File: src/rtl/keypad_move_cmd.sv
// Keypad-to-move command translator: debounces the decoder's sticky key code,
// tracks column selection and pop mode, and issues confirmed moves over valid/ready.
module keypad_move_cmd #(
   parameter int unsigned STABLE_CYCLES = 200000,
   parameter int unsigned NUM_COLS      = 7
) (
   input  logic       clk,
   input  logic       rst_n,
   input  logic [3:0] key,
   input  logic       pop_tgl,
   input  logic       move_ready,
   output logic [2:0] sel_col,
   output logic       sel_valid,
   output logic       pop_mode,
   output logic       move_valid,
   output logic [2:0] move_col,
   output logic       move_pop,
   output logic       key_err
);

   localparam int unsigned CW = $clog2(STABLE_CYCLES + 1);
   localparam logic [3:0]  KEY_CONFIRM = 4'hE;

   typedef enum logic [1:0] {IDLE, SETTLE, PEND} state_t;

   state_t         state_q, state_d;
   logic [CW-1:0]  cnt_q, cnt_d;
   logic [3:0]     cand_q, cand_d;
   logic [3:0]     last_key_q, last_key_d;
   logic           pop_last_q, pop_last_d;
   logic           base_q, base_d;
   logic [3:0]     key_q;
   logic           pop_q;

   logic [2:0]     sel_col_q, sel_col_d;
   logic           sel_valid_q, sel_valid_d;
   logic           pop_mode_q, pop_mode_d;
   logic           move_valid_q, move_valid_d;
   logic [2:0]     move_col_q, move_col_d;
   logic           move_pop_q, move_pop_d;
   logic           key_err_q, key_err_d;

   // The decoder output is unreset, so the input stage is sampled regardless of rst_n.
   always_ff @(posedge clk) begin
      key_q <= key;
      pop_q <= pop_tgl;
   end

   always_ff @(posedge clk) begin
      if (!rst_n) begin
         state_q      <= IDLE;
         cnt_q        <= '0;
         cand_q       <= '0;
         last_key_q   <= '0;
         pop_last_q   <= 1'b0;
         base_q       <= 1'b1;
         sel_col_q    <= '0;
         sel_valid_q  <= 1'b0;
         pop_mode_q   <= 1'b0;
         move_valid_q <= 1'b0;
         move_col_q   <= '0;
         move_pop_q   <= 1'b0;
         key_err_q    <= 1'b0;
      end else begin
         state_q      <= state_d;
         cnt_q        <= cnt_d;
         cand_q       <= cand_d;
         last_key_q   <= last_key_d;
         pop_last_q   <= pop_last_d;
         base_q       <= base_d;
         sel_col_q    <= sel_col_d;
         sel_valid_q  <= sel_valid_d;
         pop_mode_q   <= pop_mode_d;
         move_valid_q <= move_valid_d;
         move_col_q   <= move_col_d;
         move_pop_q   <= move_pop_d;
         key_err_q    <= key_err_d;
      end
   end

   always_comb begin
      state_d      = state_q;
      cnt_d        = cnt_q;
      cand_d       = cand_q;
      last_key_d   = last_key_q;
      pop_last_d   = pop_last_q;
      base_d       = base_q;
      sel_col_d    = sel_col_q;
      sel_valid_d  = sel_valid_q;
      pop_mode_d   = pop_mode_q;
      move_valid_d = move_valid_q;
      move_col_d   = move_col_q;
      move_pop_d   = move_pop_q;
      key_err_d    = 1'b0;

      if (base_q) begin
         last_key_d = key_q;
         pop_last_d = pop_q;
         base_d     = 1'b0;
      end else begin
         if (pop_q != pop_last_q) begin
            pop_last_d = pop_q;
            pop_mode_d = ~pop_mode_q;
         end

         unique case (state_q)
            IDLE: begin
               if (key_q != last_key_q) begin
                  state_d = SETTLE;
                  cand_d  = key_q;
                  cnt_d   = '0;
               end
            end

            SETTLE: begin
               if (key_q != cand_q) begin
                  cand_d = key_q;
                  cnt_d  = '0;
               end else if (cnt_q == CW'(STABLE_CYCLES - 1)) begin
                  state_d = IDLE;
                  cnt_d   = '0;
                  // A bounce back to the previously committed key is not a press.
                  if (cand_q != last_key_q) begin
                     last_key_d = cand_q;
                     if (cand_q >= 4'd1 && cand_q <= 4'(NUM_COLS)) begin
                        sel_col_d   = 3'(cand_q - 4'd1);
                        sel_valid_d = 1'b1;
                     end else if (cand_q == KEY_CONFIRM && sel_valid_q) begin
                        move_valid_d = 1'b1;
                        move_col_d   = sel_col_q;
                        move_pop_d   = pop_mode_q;
                        state_d      = PEND;
                     end else begin
                        key_err_d = 1'b1;
                     end
                  end
               end else begin
                  cnt_d = cnt_q + CW'(1);
               end
            end

            PEND: begin
               // Clearing pop_mode here overrides any toggle seen in the same cycle.
               if (move_ready) begin
                  move_valid_d = 1'b0;
                  sel_valid_d  = 1'b0;
                  pop_mode_d   = 1'b0;
                  state_d      = IDLE;
               end
            end

            default: state_d = IDLE;
         endcase
      end
   end

   assign sel_col    = sel_col_q;
   assign sel_valid  = sel_valid_q;
   assign pop_mode   = pop_mode_q;
   assign move_valid = move_valid_q;
   assign move_col   = move_col_q;
   assign move_pop   = move_pop_q;
   assign key_err    = key_err_q;

endmodule

File: config.mk
export PLATFORM = sky130hd
export DESIGN_NAME = keypad_move_cmd
export DESIGN_NICKNAME = d
export VERILOG_FILES = /design/src/rtl/keypad_move_cmd.sv
export SDC_FILE = /design/constraint.sdc
export NUM_CORES = 1
export LEC_CHECK = 0
export CELL_PAD_IN_SITES_DETAIL_PLACEMENT = 0
export CELL_PAD_IN_SITES_GLOBAL_PLACEMENT = 1
export CORE_MARGIN = 2
export CORE_UTILIZATION = 35
export CTS_CLUSTER_SIZE = 12
export DETAILED_ROUTE_END_ITERATION = 10
export PLACE_DENSITY = 0.68
export SLEW_MARGIN = 10
export SYNTH_ARGS = -nofsm -noshare
export SYNTH_HDL_FRONTEND = slang
export SYNTH_SLANG_ARGS = --single-unit
export TNS_END_PERCENT = 20
File: constraint.sdc
create_clock -name clk -period 2.48 [get_ports clk]
set_input_delay 0.248 -clock clk [delete_from_list [all_inputs] [get_ports clk]]
set_output_delay 0.248 -clock clk [all_outputs]
set_load 0.03 [all_outputs]
* Yosys cells after proc, flatten, opt, wreduce, memory -nomap -nowiden
Cells that the tools add are included.
Storage, ports and cells: output and inout bits 11, input port bits 8, flip-flop bits (word level) 46
Cells by class: magnitude comparators 2, multiplexer cells 39, add/sub/neg operators 2, equal/unequal tests 18, reduce and logical (&&, ||, !) cells 18, bitwise gates (word level) 8
Operators with widths (count):
- 18-bit two-way mux | 3
- 18-bit case mux with 2 select lines | 1
- 4-bit two-way mux | 7
- 2-bit inequality test (second input constant) | 10
- 18-bit by 1-bit adder with 18-bit output (second input constant) | 1
- 18-bit == test (second input constant) | 1
- 1-bit two-way mux | 17
- 2-bit two-way mux | 7
- 7-bit AND reduction | 2
- 4-bit inequality test | 3
- 2-bit nonzero test | 6
- 1-bit inverter | 8
- 4-bit case mux with 2 select lines | 1
- 4-bit AND reduction | 2
- 8-bit AND reduction | 1
- 7-bit OR reduction | 1
- 2-bit case mux with 3 select lines | 1
- 6-bit AND reduction | 1
- 5-bit AND reduction | 1
- 4-bit == test (second input constant) | 1
- 4-bit by 1-bit >= comparator with 1-bit output (second input constant) | 1
- 4-bit by 3-bit <= comparator with 1-bit output (second input constant) | 1
- 1-bit case mux with 2 select lines | 2
- 3-bit AND reduction | 1
- other kinds (6) | 7

* Depth between registers and ports, before layout
word-level depth 8, mapped depth 7

* Worst setup path before layout
OpenSTA, ideal clock, no wires.
path type reg2reg, from register cnt_q[0], to register move_col_q[2], in the netlist move_col[2], stages on the path, launching flop included 8, path buffers 1, setup time 0.122 ns, arrival 1.694 ns, setup slack 0.664 ns, path through dfxtp_1 ha_1 and2_2 nand4_1 or4b_1 clkbuf_1 o21ai_0 a21oi_1
On the way: word-level cells in the longest chain between the ends 2
Ends and longest elaborated chain:
- start: declaration | RTL line 27 | logic [CW-1:0] cnt_q, cnt_d;
- start signal: assignment | RTL line 66 | cnt_q <= cnt_d;
- 18-bit == test | RTL line 119 | end else if (cnt_q == CW'(STABLE_CYCLES - 1)) begin
- 7-bit AND reduction (no line)
- end signal: assignment | RTL line 75 | move_col_q <= move_col_d;
- end: declaration | RTL line 39 | logic [2:0] move_col_q, move_col_d;
Every way passes these cells. A chain may end at the register's enable or synchronous reset.

* Final worst setup path
from register cnt_q[0], to register move_pop_q, in the netlist move_pop
On the way: word-level cells in the longest chain between the ends 2
Ends and longest elaborated chain:
- 18-bit == test | RTL line 119
- 7-bit AND reduction (no line)
- end signal: assignment | RTL line 76 | move_pop_q <= move_pop_d;
- end: declaration | RTL line 40 | logic move_pop_q, move_pop_d;
Every way passes these cells.

==> impl_metrics.csv <==
group,metric,value,unit
worst_setup_path,crit-reg2reg-capture,"move_pop$_SDFFE_PN0P_",
synth,synth-seq-area-share,39.51,%
worst_setup_path,ff2ff_path_depth,6,
synth,postSynthAreaPerCell,8.730,µm²
power_and_ir_drop,pwr_density_cell,556.5,nW/µm²
worst_setup_path,timing.critical_path.fanout_max,7,
clock_network,postCtsSetupRepairBufs,0,
grt,initial_antenna_violation_count,0,
synth,async_flop_share,0,%
synth,mappedNetlistNets,279,
die,placementRows,29,
worst_setup_path,reg2reg_setup_slack,0.45,ns
finish,leading_cell_types_in_the_layout_fill_and_taps_excluded,"sky130_fd_sc_hd__dfxtp_1 (46), sky130_fd_sc_hd__nand2_1 (29), sky130_fd_sc_hd__xnor2_1 (22)",
clock_network,numCtsBuffers,5,
sta,hold_violations,0,
power_and_ir_drop,power_leakage,0.0009300,µW
sta,period_needed,2.029,ns
sta,max_freq,493.0,MHz
placed_design,detailed_place.area,2577,µm²
routing,num_vias,1911,
grt,via_count_of_the_first_global_routing_pass,1869,
min_path,holdCritPathClass,"input pin to flip-flop",
sta,setup_ws,0.4514,ns
die,dieArea,7329,µm²
routing,wl_per_cell,14.40,µm
synth,post_synth_instance_area,2331,µm²
power_and_ir_drop,worst_ir_drop_vdd,0.0002567,V
placed_design,detailedPlacementHpwl,3781,µm
sta,rsz0062_at_grt,"false",
die,die-width,85.61,µm
worst_setup_path,setup.worst_path.start_class,"flip-flop",
finish,layout.core_utilization,42.03,%
clock_network,cts_tree,"yes",
sta,setup_total_negative_slack,0,ns
die,die-height,85.61,µm
clock_network,clkSinkCount,46,
worst_setup_path,worst-endpoint-arrival,2.21,ns
routing,post-route-drc-count,0,
finish,number_of_nets_in_the_layout,300,
worst_setup_path,worst_setup_path_endpoint,"move_pop$_SDFFE_PN0P_",
grt,first_pass_grt_wire_length,8928,µm
worst_setup_path,worstPathRequired,2.66,ns
finish,area_growth,15.14,%
grt,pin_count_of_the_biggest_net_entering_global_routing,18,
sta,final_worst_clock_skew,0.006482,ns
synth,yosys.cell_types.count,47,
clock_network,cts_hold_repair.buffers,0,
routing,drt_pre_antenna_iters,4,
finish,layout.cells.most_common,"sky130_fd_sc_hd__dfxtp_1",
clock_network,clk_root_buffer_cell,"sky130_fd_sc_hd__clkbuf_8",
grt,grt.overflow.total,0,
worst_setup_path,critPathKind,"flip-flop to flip-flop",
sta,slew_at_the_pin_closest_to_its_max_slew_limit,0.5061,ns
finish,fillerInstances,649,
finish,stdcell_area,2684,µm²
synth,synth_seq_cells,46,
synth,yosys_warnings,0,
worst_setup_path,critical_path.reg2reg.startpoint,"cnt_q[0]$_SDFFE_PN0P_",
clock_network,ctsLongestPathBuffers,2,
routing,drt-initial-drc-count,72,
die,io_pins,19,
routing,vias_per_cell,5.221,
sta,timing_max_transition_violations_final,0,
finish,layout-drive-gt1-share,9.343,%
clock_network,ctsResizeCount,0,
synth,synth_area_leaders,"sky130_fd_sc_hd__dfxtp_1 (40%), sky130_fd_sc_hd__xnor2_1 (8.3%), sky130_fd_sc_hd__nand2_1 (4.7%)",
die,core_area,6386,µm²
synth,synth_largest_type_area_fraction,39.51,%
clock_network,htree_num_levels,2,
synth,synth_flop_cell,"sky130_fd_sc_hd__dfxtp_1",
grt,gr_usage_total,15.32,%
run,drv_cap,0,
synth,synth_top_area_cell,"sky130_fd_sc_hd__dfxtp_1",
placed_design,place_ws,0.4542,ns
synth,synth-edff-count,0,
sta,setup_viol,0,
routing,drt-total-wl,5272,µm
sta,slew_limit_headroom,66.12,%
worst_setup_path,end_kind,"flip-flop",
clock_network,worst_setup_hold_path_clk_slew,0.09,ns
die,initial_utilization,36.50,%
finish,insertedDiodeCount,0,
worst_setup_path,crit_start,"cnt_q[0]$_SDFFE_PN0P_",
clock_network,worstSkewPairLatency,0.30,ns
synth,syn_inst,267,
sta,fin_crit_sh,81.80,%
routing,antenna_violating_nets_post_route,0,
placed_design,globalplace.congestion,0.8159,
placed_design,placement.io_buffers,18,
run_status,outcome,"completed",
## per-layer routing
metal	vias up	wire (µm)	share of wire [%]	track usage [%]
li1	987	-	-	-
met1	899	2540	48	19.52
met2	17	2517	48	25.07
met3	8	130	2.5	3.272
met4	0	83	1.6	6.494
met5	-	0	0	0
## power by group
part           internal [µW]  leakage (µW)  switching [µW]
sequential               757      0.000375            24.5
combinational           68.7      0.000502            88.3
clock                    302     0.0000524             253
## worst max-delay path: stages, from the launching register on
cell                      delay [ns]
sky130_fd_sc_hd__dfxtp_1        0.39
sky130_fd_sc_hd__ha_1           0.20
sky130_fd_sc_hd__and2_2         0.20
sky130_fd_sc_hd__nand4_1        0.18
sky130_fd_sc_hd__or4b_1         0.65
sky130_fd_sc_hd__o21ai_0        0.22
sky130_fd_sc_hd__a21oi_1        0.08
## synthesized netlist by cell type (all sizes together) (2+ instances only)
master	number
dfxtp	46
nand2	29
xnor2	22
nor2	21
a21oi	19
inv	12
nand3	12
nand4	12
clkbuf	11
o21ai	10
a211oi	9
and3	6
nor3	6
mux2i	5
xor2	5
a31oi	4
and4	4
ha	4
and2	3
nand2b	3
a211o	2
a221oi	2
a31o	2
a32oi	2
buf	2
nor4b	2
## flip-flops by register name, indices dropped and copies added (netlist names), 2 cells and up
name / cells
cand_q: 4
cnt_q: 18
key_q: 4
last_key_q: 4
move_col: 3
sel_col: 3
state_q: 2
## per-stage QoR
step	instances	power, µW	hold WS (ns)
5_1_grt	366	1564	0.3756
4_1_cts	366	1511	0.3773
3_3_place_gp	358	957.9	0.4493
3_5_place_dp	358	957.4	0.4618
2_1_floorplan	267	908.7	0.2757
6_report	366	1494	0.3827
## logic make-up (layout without fill, tap and decap cells)
family                   count (synthesis)  count (layout)  share of synthesized area (%)
AND/OR/NAND/NOR                        106             106                          24.80
XOR/XNOR                                27              27                          10.14
adder cells (fa/ha/maj)                  4               4                          2.147
AO/OA/AOI/OAI                           54              54                          15.14
multiplexers                             5               5                          2.147
buffers and inverters                   25              47                          6.119
flip-flops                              46              46                          39.51
## layout make-up
cell class / count / area (µm²) / area share, %
Clock buffer: 7 / 76.32 / 2.844
Clock inverter: 1 / 30.03 / 1.119
Inverter: 12 / 45.04 / 1.678
Multi-Input combinational cell: 196 / 1267 / 47.23
Sequential cell: 46 / 920.9 / 34.31
Tap cell: 77 / 96.34 / 3.590
Timing Repair Buffer: 27 / 247.7 / 9.231
## worst min-delay path by stage
stage                                   from                        to  depth (start not counted)
finish                                key[1]          key_q[1]$_DFF_P_                          1
floorplan                             key[0]          key_q[0]$_DFF_P_                          0
CTS                                  pop_tgl             pop_q$_DFF_P_                          1
global placement    move_col[0]$_SDFFE_PN0P_  move_col[0]$_SDFFE_PN0P_                          2
detailed placement  move_col[0]$_SDFFE_PN0P_  move_col[0]$_SDFFE_PN0P_                          2
global route                          key[2]          key_q[2]$_DFF_P_                          1
No activity file was read; power rests on OpenSTA's default activity.
